`config.mk`:
```
export PLATFORM = sky130hd
export DESIGN_NAME = playseq_controle_rodadas
export DESIGN_NICKNAME = d
export VERILOG_FILES = /design/src/rtl/playseq_controle_rodadas.sv
export SDC_FILE = /design/constraint.sdc
export NUM_CORES = 1
export LEC_CHECK = 0
export CORE_ASPECT_RATIO = 0.75
export CORE_MARGIN = 1.5
export CORE_UTILIZATION = 45
export CTS_CLUSTER_DIAMETER = 100
export CTS_CLUSTER_SIZE = 16
export DETAILED_ROUTE_END_ITERATION = 12
export PLACE_DENSITY = 0.68
export SYNTH_ARGS = -nofsm -noshare
export SYNTH_HDL_FRONTEND = slang
export SYNTH_SLANG_ARGS = --single-unit
```
`constraint.sdc`:
```
create_clock -name clock -period 2.75 [get_ports clock]
set_clock_uncertainty 0.15 [all_clocks]
set_input_delay 0.4125 -clock clock [delete_from_list [all_inputs] [get_ports clock]]
set_output_delay 0.4125 -clock clock [all_outputs]
set_load 0.01 [all_outputs]
```
`src/rtl/playseq_controle_rodadas.sv`:
```
// playseq_controle_rodadas: incremental-round controller for PlaySeq.
// Round r previews RAM positions 0..r on the LED, then the player repeats them.
// Optional feature: define PLAYSEQ_VIDAS_EN to enable the lives counter.
// Ports:
//   clock, reset        : system clock (rising edge), async active-high reset
//   jogar               : start/restart request (level, INICIAL and FIM_*)
//   limite [AW]         : index of the last round, sampled in PREPARA
//   tem_jogada          : one-cycle button pulse
//   igual               : play register matches RAM[endereco], used in COMPARA
//   endereco, rodada    : RAM address and current round index
//   vidas [3]           : remaining lives (0 when lives are disabled)
//   mostra_led, registraR : LED enable and play-register load strobes
//   pronto, ganhou, perdeu, deu_timeout : end-of-game flags
//   db_estado [4]       : state code
module playseq_controle_rodadas #(
  parameter int DEPTH          = 16,
  parameter int LED_CYCLES     = 1000,
  parameter int TIMEOUT_CYCLES = 5000,
  parameter int LIVES          = 3,
  localparam int AW            = $clog2(DEPTH)
) (
  input  logic          clock,
  input  logic          reset,
  input  logic          jogar,
  input  logic [AW-1:0] limite,
  input  logic          tem_jogada,
  input  logic          igual,
  output logic [AW-1:0] endereco,
  output logic [AW-1:0] rodada,
  output logic [2:0]    vidas,
  output logic          mostra_led,
  output logic          registraR,
  output logic          pronto,
  output logic          ganhou,
  output logic          perdeu,
  output logic          deu_timeout,
  output logic [3:0]    db_estado
);

  localparam int MAXC = (LED_CYCLES > TIMEOUT_CYCLES) ? LED_CYCLES : TIMEOUT_CYCLES;
  localparam int TW   = (MAXC > 1) ? $clog2(MAXC) : 1;
  localparam logic [TW-1:0] LED_LAST = TW'(LED_CYCLES - 1);
  localparam logic [TW-1:0] TO_LAST  = TW'(TIMEOUT_CYCLES - 1);

  typedef enum logic [3:0] {
    INICIAL     = 4'h0,
    PREPARA     = 4'h1,
    MOSTRA      = 4'h2,
    INTERVALO   = 4'h3,
    ESPERA      = 4'h4,
    REGISTRA    = 4'h5,
    COMPARA     = 4'h6,
    PROXIMO     = 4'h7,
    NOVA_RODADA = 4'h8,
    PERDE_VIDA  = 4'h9,
    FIM_ACERTO  = 4'hA,
    FIM_ERRO    = 4'hE,
    FIM_TIMEOUT = 4'hF
  } state_t;

  state_t        state, state_n;
  logic [AW-1:0] endereco_r, endereco_n;
  logic [AW-1:0] rodada_r, rodada_n;
  logic [AW-1:0] limite_r, limite_n;
  logic [TW-1:0] timer, timer_n;
  logic [2:0]    vidas_r, vidas_n;

  always_ff @(posedge clock or posedge reset) begin
    if (reset) begin
      state      <= INICIAL;
      endereco_r <= '0;
      rodada_r   <= '0;
      limite_r   <= '0;
      timer      <= '0;
      vidas_r    <= '0;
    end else begin
      state      <= state_n;
      endereco_r <= endereco_n;
      rodada_r   <= rodada_n;
      limite_r   <= limite_n;
      timer      <= timer_n;
      vidas_r    <= vidas_n;
    end
  end

  always_comb begin
    state_n    = state;
    endereco_n = endereco_r;
    rodada_n   = rodada_r;
    limite_n   = limite_r;
    timer_n    = timer;
    vidas_n    = vidas_r;
    case (state)
      INICIAL: if (jogar) state_n = PREPARA;
      PREPARA: begin
        limite_n   = limite;
        endereco_n = '0;
        rodada_n   = '0;
`ifdef PLAYSEQ_VIDAS_EN
        vidas_n    = 3'(LIVES);
`else
        vidas_n    = '0;
`endif
        timer_n    = '0;
        state_n    = MOSTRA;
      end
      MOSTRA: begin
        if (timer == LED_LAST) begin
          timer_n = '0;
          state_n = INTERVALO;
        end else begin
          timer_n = timer + 1'b1;
        end
      end
      INTERVALO: begin
        if (timer == LED_LAST) begin
          timer_n = '0;
          if (endereco_r == rodada_r) begin
            endereco_n = '0;
            state_n    = ESPERA;
          end else begin
            endereco_n = endereco_r + 1'b1;
            state_n    = MOSTRA;
          end
        end else begin
          timer_n = timer + 1'b1;
        end
      end
      ESPERA: begin
        // a press on the terminal-count cycle still counts as a move
        if (tem_jogada) begin
          timer_n = '0;
          state_n = REGISTRA;
        end else if (timer == TO_LAST) begin
          timer_n = '0;
          state_n = FIM_TIMEOUT;
        end else begin
          timer_n = timer + 1'b1;
        end
      end
      REGISTRA: state_n = COMPARA;
      COMPARA: begin
        if (igual) begin
          if (endereco_r < rodada_r)      state_n = PROXIMO;
          else if (rodada_r < limite_r)   state_n = NOVA_RODADA;
          else                            state_n = FIM_ACERTO;
        end else begin
`ifdef PLAYSEQ_VIDAS_EN
          state_n = (vidas_r > 3'd1) ? PERDE_VIDA : FIM_ERRO;
`else
          state_n = FIM_ERRO;
`endif
        end
      end
      PROXIMO: begin
        endereco_n = endereco_r + 1'b1;
        state_n    = ESPERA;
      end
      NOVA_RODADA: begin
        rodada_n   = rodada_r + 1'b1;
        endereco_n = '0;
        state_n    = MOSTRA;
      end
      PERDE_VIDA: begin
`ifdef PLAYSEQ_VIDAS_EN
        vidas_n    = vidas_r - 3'd1;
`endif
        endereco_n = '0;
        state_n    = MOSTRA;
      end
      FIM_ACERTO, FIM_ERRO, FIM_TIMEOUT: if (jogar) state_n = PREPARA;
      default: state_n = INICIAL;
    endcase
  end

`ifndef PLAYSEQ_VIDAS_EN
  logic unused_lives;
  assign unused_lives = |LIVES;
`endif

  assign endereco    = endereco_r;
  assign rodada      = rodada_r;
  assign vidas       = vidas_r;
  assign mostra_led  = (state == MOSTRA);
  assign registraR   = (state == REGISTRA);
  assign pronto      = (state == FIM_ACERTO) || (state == FIM_ERRO) || (state == FIM_TIMEOUT);
  assign ganhou      = (state == FIM_ACERTO);
  assign perdeu      = (state == FIM_ERRO) || (state == FIM_TIMEOUT);
  assign deu_timeout = (state == FIM_TIMEOUT);
  assign db_estado   = state;

endmodule

```
==> flow_summary.json, run 1 <==
{
  "grt_pass1_wl_um": 7520,
  "vias": 1825,
  "peakVddDrop_mv": 0.469,
  "clkPwrFrac": 0.149,
  "wl_met1_um": 2510,
  "cp.required_ns": 2.78,
  "setup_viol": 0,
  "cp-end-kind": "register",
  "wirelength_um": 4630,
  "cts_buffers": 5,
  "internal_power_mw": 1.35,
  "hold_violations": 0,
  "synth-seq-cells": 29,
  "post_cts_buffers": 0,
  "fp.dieH_um": 60.2,
  "synth_flop_cell": "dfrtp_1",
  "ant_nets": 0,
  "post_drt_via_cell_ratio": 5.65,
  "num_rows": 20,
  "placed_cells": 316,
  "reg2reg_setup_slack_ns": 0.21,
  "wl_met3_um": 313,
  "maxCapViolCount": 0,
  "worst_pin_slew_ns": 0.982,
  "synth-edff-count": 0,
  "clk_pin_slew_ns": 0.06,
  "drv_slew": 0,
  "finalWorstSetupSlack_ns": 0.211,
  "cts_sinks": 29,
  "gp_routability_congestion": 0.889,
  "syn_avg_cell_area_sq_um": 8.29,
  "start_util": 0.476,
  "ios": 30,
  "htreeDepth": 2,
  "cp_max_fo": 28,
  "die_area_sq_mm": 0.00478,
  "clock-root-buffer": "clkbuf_8",
  "cts_tree": "built",
  "holdBufCountCts": 0,
  "ys_seq_area_frac": 0.369,
  "total_leakage_power_nw": 1.03,
  "area_growth_pct": 21.8,
  "critPathArrivalTime_ns": 2.57,
  "postSynthCellCount": 237,
  "drc": 0,
  "grt_max_degree": 30,
  "path_class": "reg -> reg",
  "port_buffers": 26,
  "grt_antenna_before_repair": 0,
  "top_layer": "met4",
  "finalSetupTns_ns": 0,
  "ctsResizeCount": 0,
  "first_iter_violations": 131,
  "status": "complete, no violations",
  "pwr-share-seq": 0.308,
  "switching_share": 0.436,
  "yosysTopAreaCell": "dfrtp_1",
  "synth_area_leaders": "dfrtp_1 (37%), ha_1 (6.4%), nand2_1 (5.9%), o21ai_0 (5.1%), inv_1 (3.2%)",
  "finalNonFillerCells": 323,
  "grt_pass1_vias": 1503,
  "insertion_delay_ns": 0.28,
  "rsz0062_at_grt": "no",
  "crit_path_start_kind": "register",
  "async_reset_ff_frac": 1.00,
  "drive_above_1_share": 0.0858,
  "grt-ovfl-total": 0,
  "finish.net_count": 287,
  "fin_crit_ns": 2.54,
  "synthesis.area_sq_mm": 0.00197,
  "min_period_over_period": 0.923,
  "place_area_sq_mm": 0.00231,
  "die_x_um": 79.3,
  "core_area_sq_mm": 0.00413,
  "synth_common_cells": "nand2_1 (31), dfrtp_1 (29), o21ai_0 (20)",
  "n_antenna_cell": 0,
  "n_fill_cell": 382,
  "synth_most_common_cell": "nand2_1",
  "clk_path_buf_depth": 2,
  "first_pass_iters": 4,
  "ys_warn_count": 0,
  "dp_hpwl_um": 3340,
  "slew_headroom": 0.345,
  "final_util": 0.580,
  "hold_class": "in -> async",
  "powerDensity_mw_per_mm2": 998,
  "synth.distinct_cells": 51,
  "combPwrFrac": 0.543,
  "power.switching_mw": 1.04,
  "max_freq_ghz": 0.394,
  "wl_per_cell_um": 14.3,
  "track_usage": 0.208,
  "fin_area_sq_mm": 0.00239,
  "yosysTopAreaCellShare": 0.369,
  "dp_slack_ns": 0.242,
  "wl_met2_um": 1780
}
-- cell type report --
| class | instances | area [sq um] | share of cell area |
|---|---|---|---|
| timing repair buffer | 37 | 343 | 0.143 |
| multi-input combinational | 178 | 1110 | 0.462 |
| clock buffer | 7 | 86.3 | 0.0361 |
| tap | 55 | 68.8 | 0.0287 |
| sequential | 29 | 726 | 0.303 |
| inverter | 17 | 63.8 | 0.0266 |
-- power groups by stage --
stage	clock [mW]	combinational [mW]	sequential [mW]
floorplan	0	0.899	0.707
global route	0.381	1.45	0.760
detailed placement	0	1.29	0.739
global placement	0	1.28	0.737
CTS	0.361	1.30	0.733
finish	0.356	1.30	0.737
-- state kept, by name, indices dropped and copies added (netlist names) --
name / flops
endereco: 4
db_estado: 4
limite_r: 4
timer: 13
rodada: 4
-- cells in the final DEF (no fill, tap or decap), types with 2 or more instances in the layout --
cell type        count
nand3_1             12
clkbuf_8             6
buf_4               11
a2111oi_0            3
and4_1               2
ha_1                10
a22o_1               2
nand2_1             31
nand2b_1             8
inv_1               17
o22ai_1              3
a31oi_1             10
o221ai_1             2
a41oi_1              4
nor2_1              15
nand4_1              2
a21boi_0             2
dfrtp_1             29
nor3_1               6
o21ai_1              2
clkdlybuf4s50_1     26
o21ai_0             20
a211oi_1             2
conb_1               3
and3_1               4
a21oi_1             11
-- cell families after synthesis --
kind of cell             after synthesis  share of synthesized area
AO/OA/AOI/OAI                         74                      0.258
adder cells (fa/ha/maj)               11                     0.0687
multiplexers                           1                    0.00573
buffers and inverters                 32                     0.0713
AND/OR/NAND/NOR                       89                      0.225
other                                  1                    0.00191
flip-flops                            29                      0.369
-- critical path: stages (launching register included) --
cell and delay [ns]:
dfrtp_1 0.41, or4_4 0.58, o311ai_4 0.25, o21ai_2 0.33, a211o_1 0.38, o41ai_2 0.34
-- worst paths after layout --
check,start,endpoint,cells past startpoint
setup / recovery,timer[10],db_estado[0],5
hold / removal,reset,rodada[1],3
setup reg to reg,timer[10],db_estado[0],5
hold reg to reg,timer[12],timer[12],1
max in group asynchronous,reset,timer[1],3
min in group clock,timer[12],timer[12],1
-- layer usage --
| metal | vias up | track usage |
|---|---|---|
| li1 | 925 | - |
| met2 | 60 | 0.261 |
| met4 | 0 | 0.0677 |
| met5 | - | 0 |
| met3 | 5 | 0.0534 |
| met1 | 835 | 0.333 |
-- stage by stage --
stage / power (mW) / hold WS, ns
after global placement: 2.02 / 0.344
after detailed placement: 2.03 / 0.354
after global routing: 2.60 / 0.396
after CTS: 2.39 / 0.362
final: 2.39 / 0.361
after floorplan: 1.61 / 0.307
No activity file was read; power rests on OpenSTA's default activity.
==> run 2: changes to the inputs <==
--- a/constraint.sdc
+++ b/constraint.sdc
@@ -4,2 +4,2 @@
 set_output_delay 0.4125 -clock clock [all_outputs]
-set_load 0.01 [all_outputs]
+set_load 0.005 [all_outputs]
==> flow_summary.json, run 2 (synthesis gave the netlist of run 1 again) <==
{
  "num_rows": 20,
  "grt_pass1_wl_um": 7890,
  "gp_routability_congestion": 0.903,
  "worst_path_max_delay_cell": "or4_4",
  "path_class": "reg -> reg",
  "dp_hpwl_um": 3480,
  "ant_nets": 0,
  "rsz0062_at_grt": "no",
  "cp-end-kind": "register",
  "peakVddDrop_mv": 0.458,
  "r2r-end": "db_estado[0]",
  "cts_sinks": 29,
  "htreeDepth": 2,
  "hold_class": "in -> async",
  "max_freq_ghz": 0.393,
  "setup_viol": 0,
  "r2r_start": "timer[10]",
  "fp.dieH_um": 60.2,
  "crit_family": "compound AO/OA/AOI/OAI gates",
  "vias": 1850,
  "n_antenna_cell": 0,
  "status": "complete, no violations",
  "total_leakage_power_nw": 1.04,
  "first_iter_violations": 162,
  "die_area_sq_mm": 0.00478,
  "wirelength_um": 4770,
  "slowest_delay_ns": 0.58,
  "wl_per_cell_um": 14.7,
  "finalSetupTns_ns": 0,
  "mostFrequentLayoutCells": "nand2_1 (31), dfrtp_1 (29), clkdlybuf4s50_1 (26), o21ai_0 (20), inv_1 (17)",
  "finalWorstSetupSlack_ns": 0.207,
  "grt_pass1_vias": 1583,
  "drive_above_1_share": 0.0926,
  "slew_headroom": 0.326,
  "powerDensity_mw_per_mm2": 994,
  "cp.required_ns": 2.79,
  "fin_crit_ns": 2.54,
  "grt_max_degree": 30,
  "placed_cells": 318,
  "holdBufCountCts": 0,
  "finalNonFillerCells": 325,
  "drc": 0,
  "post_cts_buffers": 0,
  "fin_hold_ws_ns": 0.364,
  "first_pass_iters": 5,
  "maxCapViolCount": 0,
  "crit_path_start_kind": "register",
  "die_x_um": 79.3,
  "worst_pin_slew_ns": 1.01,
  "clk_pin_slew_ns": 0.06,
  "core_area_sq_mm": 0.00413,
  "drv_slew": 0,
  "dp_slack_ns": 0.241,
  "port_buffers": 26,
  "insertion_delay_ns": 0.29,
  "clock-root-buffer": "clkbuf_8",
  "track_usage": 0.220,
  "finish.net_count": 289,
  "reg2reg_setup_slack_ns": 0.21,
  "layout_commonest_cell": "nand2_1",
  "grt-ovfl-total": 0,
  "worstPathCellList": "or4_4 > o311ai_4 > o21ai_2 > a211o_1 > o41ai_2",
  "cts_buffers": 5,
  "hold_violations": 0,
  "start_util": 0.476,
  "grt_antenna_before_repair": 0,
  "worst-path-buf-inv": 0,
  "ctsResizeCount": 0,
  "largest-register": "timer",
  "reg2regPathDepth": 5,
  "critPathArrivalTime_ns": 2.58,
  "cts_tree": "built",
  "min_period_over_period": 0.925,
  "ios": 30,
  "area_growth_pct": 22.6,
  "clk_path_buf_depth": 2,
  "total_power_mw": 2.40,
  "cp_max_fo": 28,
  "largest_reg_flops": 13,
  "post_drt_via_cell_ratio": 5.69
}
-- run 2: cell count changes in the layout (fill, tap and decap cells not counted) --
cell | before | now
buf_4 | 11 | 13
-- run 2: how the worst max path moves through the flow --
stage	slack, ns	from	depth (start not counted)	endpoint
after floorplan	0.57	timer[10]	5	db_estado[0]
after global placement	0.27	timer[10]	5	db_estado[0]
after detailed placement	0.24	tem_jogada	6	timer[5]
after CTS	0.22	db_estado[2]	5	pronto
after global routing	0.04	timer[0]	6	db_estado[0]
final	0.21	timer[10]	5	db_estado[0]
-- run 2: area by class of cell --
type | count | area (sq um)
fillers | 378 | 1720
inverters | 17 | 63.8
repair buffers | 39 | 358
clock buffers | 7 | 86.3
well taps | 55 | 68.8
multi-input cells | 178 | 1110
flip-flops and latches | 29 | 726
-- run 2: report_power, final --
group / leakage, nW / total, mW / internal, mW / switching [mW]
registers: 0.374 / 0.709 / 0.560 / 0.148
logic: 0.624 / 1.33 / 0.609 / 0.719
clock network: 0.0443 / 0.359 / 0.198 / 0.160
-- run 2: tightest hold or removal path: stages --
cell and delay, ns:
clkdlybuf4s50_1 0.40, inv_1 0.05, buf_4 0.36
-- run 2: routing by layer --
layer,up-vias,track usage,share of wire
met4,0,0.0652,0.011
met5,-,0,0
met3,9,0.0718,0.095
met1,823,0.342,0.52
li1,931,-,-
met2,87,0.280,0.37
-- run 2: stage by stage --
stage / instance area, sq um / utilization
after floorplan: 1970 / -
after global placement: 2320 / 0.563
after detailed placement: 2320 / 0.563
after CTS: 2410 / 0.584
after global routing: 2410 / 0.584
final: 2410 / 0.584
